<file path="src/rtl/alu_1bit.sv">
// One-bit ALU slice: NOR, XOR, ADD and SUB (a + ~b + cin) with carry-out for ripple chaining.
// OUT_REG selects a one-cycle registered output stage or a purely combinational path.
module alu_1bit #(
    parameter bit OUT_REG = 1'b1
) (
    input  logic       clk,
    input  logic       rst_n,
    input  logic       a,
    input  logic       b,
    input  logic       cin,
    input  logic [1:0] op,
    input  logic       in_valid,
    output logic       s,
    output logic       cout,
    output logic       out_valid
);

    typedef enum logic [1:0] {
        OpNor = 2'b00,
        OpXor = 2'b01,
        OpAdd = 2'b10,
        OpSub = 2'b11
    } op_e;

    op_e  op_sel;
    logic s_comb;
    logic cout_comb;

    assign op_sel = op_e'(op);

    always_comb begin
        s_comb    = 1'b0;
        cout_comb = 1'b0;
        unique case (op_sel)
            OpNor: s_comb = ~(a | b);
            OpXor: s_comb = a ^ b;
            OpAdd: begin
                s_comb    = a ^ b ^ cin;
                cout_comb = (a & b) | (a & cin) | (b & cin);
            end
            OpSub: begin
                // Inverted b plus cin=1 on the LSB slice gives two's-complement subtraction.
                s_comb    = a ^ ~b ^ cin;
                cout_comb = (a & ~b) | (a & cin) | (~b & cin);
            end
        endcase
    end

    if (OUT_REG) begin : g_reg
        logic s_q, s_d;
        logic cout_q, cout_d;
        logic valid_q, valid_d;

        always_comb begin
            s_d     = s_q;
            cout_d  = cout_q;
            valid_d = in_valid;
            if (in_valid) begin
                s_d    = s_comb;
                cout_d = cout_comb;
            end
        end

        always_ff @(posedge clk or negedge rst_n) begin
            if (!rst_n) begin
                s_q     <= 1'b0;
                cout_q  <= 1'b0;
                valid_q <= 1'b0;
            end else begin
                s_q     <= s_d;
                cout_q  <= cout_d;
                valid_q <= valid_d;
            end
        end

        assign s         = s_q;
        assign cout      = cout_q;
        assign out_valid = valid_q;
    end else begin : g_comb
        assign s         = s_comb;
        assign cout      = cout_comb;
        assign out_valid = in_valid;
    end

endmodule

</file>
<file path="config.mk">
export PLATFORM = sky130hd
export DESIGN_NAME = alu_1bit
export DESIGN_NICKNAME = d
export VERILOG_FILES = /design/src/rtl/alu_1bit.sv
export SDC_FILE = /design/constraint.sdc
export NUM_CORES = 1
export LEC_CHECK = 0
export ABC_AREA = 1
export BUFFER_PORTS_ARGS = -buffer_cell sky130_fd_sc_hd__buf_2
export CORE_AREA = 2 2 39 41
export CTS_CLUSTER_SIZE = 30
export DETAILED_ROUTE_END_ITERATION = 8
export DIE_AREA = 0 0 41 43
export GPL_TIMING_DRIVEN = 0
export RECOVER_POWER = 50
export SLEW_MARGIN = 20
export SYNTH_ARGS = -nofsm -noshare
export SYNTH_HDL_FRONTEND = slang
export SYNTH_SLANG_ARGS = --single-unit
</file>
<file path="constraint.sdc">
create_clock -name clk -period 1.4 [get_ports clk]
set_input_delay 0.28 -clock clk [delete_from_list [all_inputs] [get_ports clk]]
set_output_delay 0.28 -clock clk [all_outputs]
set_load 0.005 [all_outputs]
</file>
; After elaboration in Yosys (flattened, before gate mapping)
; Cells that the tools add are included.
[word_totals]
output_inout_bits = 3
regBits = 3
inputBits = 8
[op_classes]
bitwise = 16
reduce_logical = 1
n_mux = 2
n_eq_ne = 3
[ops]
columns = cell, n
row1 = $and 1x1->1, 5
row2 = $or 1x1->1, 5
row3 = $eq 2x2->1 const B, 2
row4 = $pmux 1 s4, 1
row5 = $xor 1x1->1, 4
row6 = $eq 2x1->1 const B, 1
row7 = $logic_not 2->1, 1
row8 = $not 1->1, 2
row9 = $pmux 1 s2, 1

; Depth between registers and ports, before layout
[depth]
word_depth = 5
depth_mapped = 9

; Least setup slack after synthesis
; Ideal clock, no wire load.
[synth_timing]
path_kind = input-to-reg
startpoint = input b
endpoint = register g_reg.s_q (netlist: s)
slack_ns = 0.355
required_ns = 1.284
stages = 9
path_buffers = 0
arrival_time_ns = 0.928
path_cell_list = inv_1 -> ha_1 -> inv_1 -> nand3_1 -> nand3_1 -> nand2_1 -> inv_1 -> nand2_1 -> nand2_1
[synth_between]
elab_chain_len = 4
[synth_lines]
columns = item, line
row1 = from (decl), 9  ; input logic b,
row2 = $not 1->1, 43  ; s_comb = a ^ ~b ^ cin;
row3 = $xor 1x1->1 (2 in a row), 43
row4 = $pmux 1 s4 (*), 34  ; unique case (op_sel)
row5 = to (signal assigned), 66  ; s_q <= 1'b0;
row6 = to (signal assigned), 70  ; s_q <= s_d;
row7 = to (decl), 50  ; logic s_q, s_d;
; Every way passes the cells marked *; elsewhere a longest branch is shown, timed or not.
; A chain may end at the register's enable or synchronous reset.

; Worst setup path in the final report
[layout_timing]
startpoint = register g_reg.cout_q (netlist: cout)
endpoint = output cout
[layout_lines]
columns = item, line
row1 = from (decl), 51  ; logic cout_q, cout_d;
row2 = from (signal assigned), 71  ; cout_q <= cout_d;
row3 = to (decl), 14  ; output logic cout,
; No word-level cell between the ends.

==> reports/metrics.csv <==
stage,metric,value,unit
status,status,completed,
clock_tree,Setup Buffers After CTS,0,
clock_tree,H-tree Lvls,1,
hold_path,worst min-delay path category,primary input to flip-flop,
die,Rows,14,
route,Antenna Nets Post-Route,0,
worst_setup_path,WS Path Type,flip-flop to output port,
finish,Antenna diodes,0,
clock_tree,Root Buffer,clkbuf_4,
timing,RSZ-0062 raised after global routing,false,
synth,Post-synth top cells,"nand2_1 (11), inv_1 (7), dfrtp_1 (3), ha_1 (3), nand3_1 (3)",
power,worst vdd ir,172,uV
timing,Fmax achieved,998,MHz
clock_tree,clk sinks,3,
power,Combinational Power Share,0.194,
power,cell-internal power,230,uW
place,dpl hpwl,349,um
power,Clk network pwr share,0.481,
finish,FILL cells,157,
route,DRT Pass-1 Iters,2,
die,die area,0.00176,mm^2
power,LEAKAGE,0.000199,uW
global_routing,gr ovfl total,0,
route,Vias,240,
die,Initial Util,0.165,
synth,"Seq/Total Area, Yosys",0.328,
synth,Ys Warns,0,
timing,max-slew violations,0,
power,Seq pwr share,0.325,
timing,worst slew pin tran,0.155,ns
route,WL/cell,6.89,um
clock_tree,Num CTS Buffers,3,
power,switch share,0.247,
timing,Final Skew,0,ns
synth,top cell type's share of synthesized area,0.328,
timing,setup TNS,0,ns
die,Chip Height,43,um
worst_setup_path,CP max-delay cell,dfrtp_1,
route,"wirelength, routed",441,um
synth,"Top FF cell, synth",dfrtp_1,
place,final RePlAce weighted congestion,0.671,
worst_setup_path,max incr delay on CP,0.37,ns
synth,ys async rst share,1.00,
timing,Final Hold Fails,0,
power,P_sw,75.4,uW
global_routing,vias in the first global route,206,
global_routing,largest net degree at the start of global routing,6,
synth,post-synth top area cell,dfrtp_1,
synth,Mapped Cells,33,
synth,Mapped Area,229,um^2
finish,fraction of layout instances using a drive strength above 1,0.229,
timing,Rel. slew slack,0.897,
synth,synth top area cells,"dfrtp_1 (33%), nand2_1 (18%), ha_1 (16%)",
timing,fin crit share,0.715,
finish,P&R area growth vs syn,45.4,%
die,die width,41,um
global_routing,initial antenna violation count,0,
clock_tree,Clock Latency Late Sink,0.23,ns
power,power density over the cells,917,mW/mm^2
synth,Mapped Avg Cell Area,6.94,um^2
power,Final Power,305,uW
finish,# nets final,60,
timing,Setup-failing EPs final,0,
synth,"EDFF count, synth",0,
synth,syn_nets,44,
route,vias per cell,3.75,
worst_setup_path,Worst path top cell family by delay,flip-flops,
worst_setup_path,critical path launch point type,flip-flop,
place,placed inst area,299,um^2
synth,most frequent cell after synthesis,nand2_1,
place,Buffers on Ports,10,
worst_setup_path,CP Data Required Time,1.12,ns
synth,post-synth cell types,9,
timing,fin crit period,1.00,ns
global_routing,first-pass GRT wire length,717,um
clock_tree,maximum buffer depth of the clock tree,2,
worst_setup_path,crit-path cells,buf_2,
die,number of I/O pins,11,
worst_setup_path,CP arrival,0.72,ns
die,core area,0.00138,mm^2
synth,Yosys reg bits,3,
worst_setup_path,CP Buf/Inv Count,1,
clock_tree,CTS tree,yes,
worst_setup_path,crit path capture type,output port,
finish,Post-Layout Inst Area,333,um^2
route,initial DRC count,2,
clock_tree,"CTS clk-pin slew, worst paths",0.04,ns
worst_setup_path,crit path max fanout,2,
global_routing,All-Layer GR Usage,0.0672,
route,Remaining DRCs,0,
run,Max-cap violations,0,
-- per-layer routing --
metal | global-route usage | part of all wire | vias up
met5 | 0 | 0 | -
met4 | 0.100 | 0.020 | 0
met3 | 0.0314 | 0.12 | 2
met2 | 0.0750 | 0.37 | 10
met1 | 0.0705 | 0.49 | 96
li1 | - | - | 132
-- area by class of cell --
cell class / instances / area [um^2] / area share
repair buffers: 11 / 57.6 / 0.173
flip-flops and latches: 3 / 75.1 / 0.226
clock buffers: 4 / 26.3 / 0.0789
well taps: 16 / 20.0 / 0.0602
inverters: 7 / 26.3 / 0.0789
multi-input cells: 23 / 128 / 0.383
-- registers in the layout (all words and copies together), names as in the netlist --
register	flops
cout	1
out_valid	1
s	1
-- power groups by stage --
| stage | clock, uW | combinational (uW) | sequential (uW) |
|---|---|---|---|
| 2_1_floorplan | 0 | 28.9 | 101 |
| 4_1_cts | 156 | 61.1 | 99.3 |
| 3_3_place_gp | 0 | 57.7 | 100 |
| 3_5_place_dp | 0 | 58.8 | 100 |
| 6_report | 147 | 59.3 | 99.2 |
| 5_1_grt | 164 | 70.3 | 100 |
-- layout by cell type (no fill, tap or decap) --
cell type,n
dfrtp_1,3
buf_2,8
nand2_1,11
ha_1,3
clkbuf_4,3
a21oi_1,1
dlygate4sd3_1,1
nor2_1,1
o21ai_0,2
clkbuf_1,3
nand3b_1,2
nand3_1,3
inv_1,7
-- worst paths after layout --
check                                 startpoint                  end  slack [ns]  cells after the start
worst max-delay path            cout$_DFFE_PN0P_                 cout        0.40                      1
worst min-delay path                    in_valid  out_valid$_DFF_PN0_        0.22                      1
worst max register to register  cout$_DFFE_PN0P_     cout$_DFFE_PN0P_        0.81                      2
worst min register to register     s$_DFFE_PN0P_        s$_DFFE_PN0P_        0.47                      2
max in group asynchronous                  rst_n        s$_DFFE_PN0P_        0.86                      2
min in group asynchronous                  rst_n  out_valid$_DFF_PN0_        0.38                      2
-- through the flow --
stage          worst slack (ns)  hold WS (ns)  std cells  utilization
2_1_floorplan             0.355       -0.0156         33            -
3_3_place_gp              0.183        0.0766         59        0.216
3_5_place_dp              0.169        0.0785         59        0.216
4_1_cts                   0.387         0.195         64        0.242
5_1_grt                   0.290         0.225         64        0.241
6_report                  0.398         0.218         64        0.241
-- logic make-up (layout without fill, tap and decap cells) --
| kind of cell | Yosys count | in the layout | share of synthesized area |
|---|---|---|---|
| adders and majority gates | 3 | 3 | 0.164 |
| DFF | 3 | 3 | 0.328 |
| buffers and inverters | 7 | 22 | 0.115 |
| and+or+nand+nor | 17 | 17 | 0.328 |
| AOI/OAI and AO/OA | 3 | 3 | 0.0656 |
-- repair_timing --
item | 4_1_cts | 5_1_grt
endpoints found under the hold margin | 3 | 0
hold buffers | 1 | 0
setup endpoints to repair | 0 | 0
resized for setup | 0 | 0
Note: power is estimated with default switching activity, not from simulation.
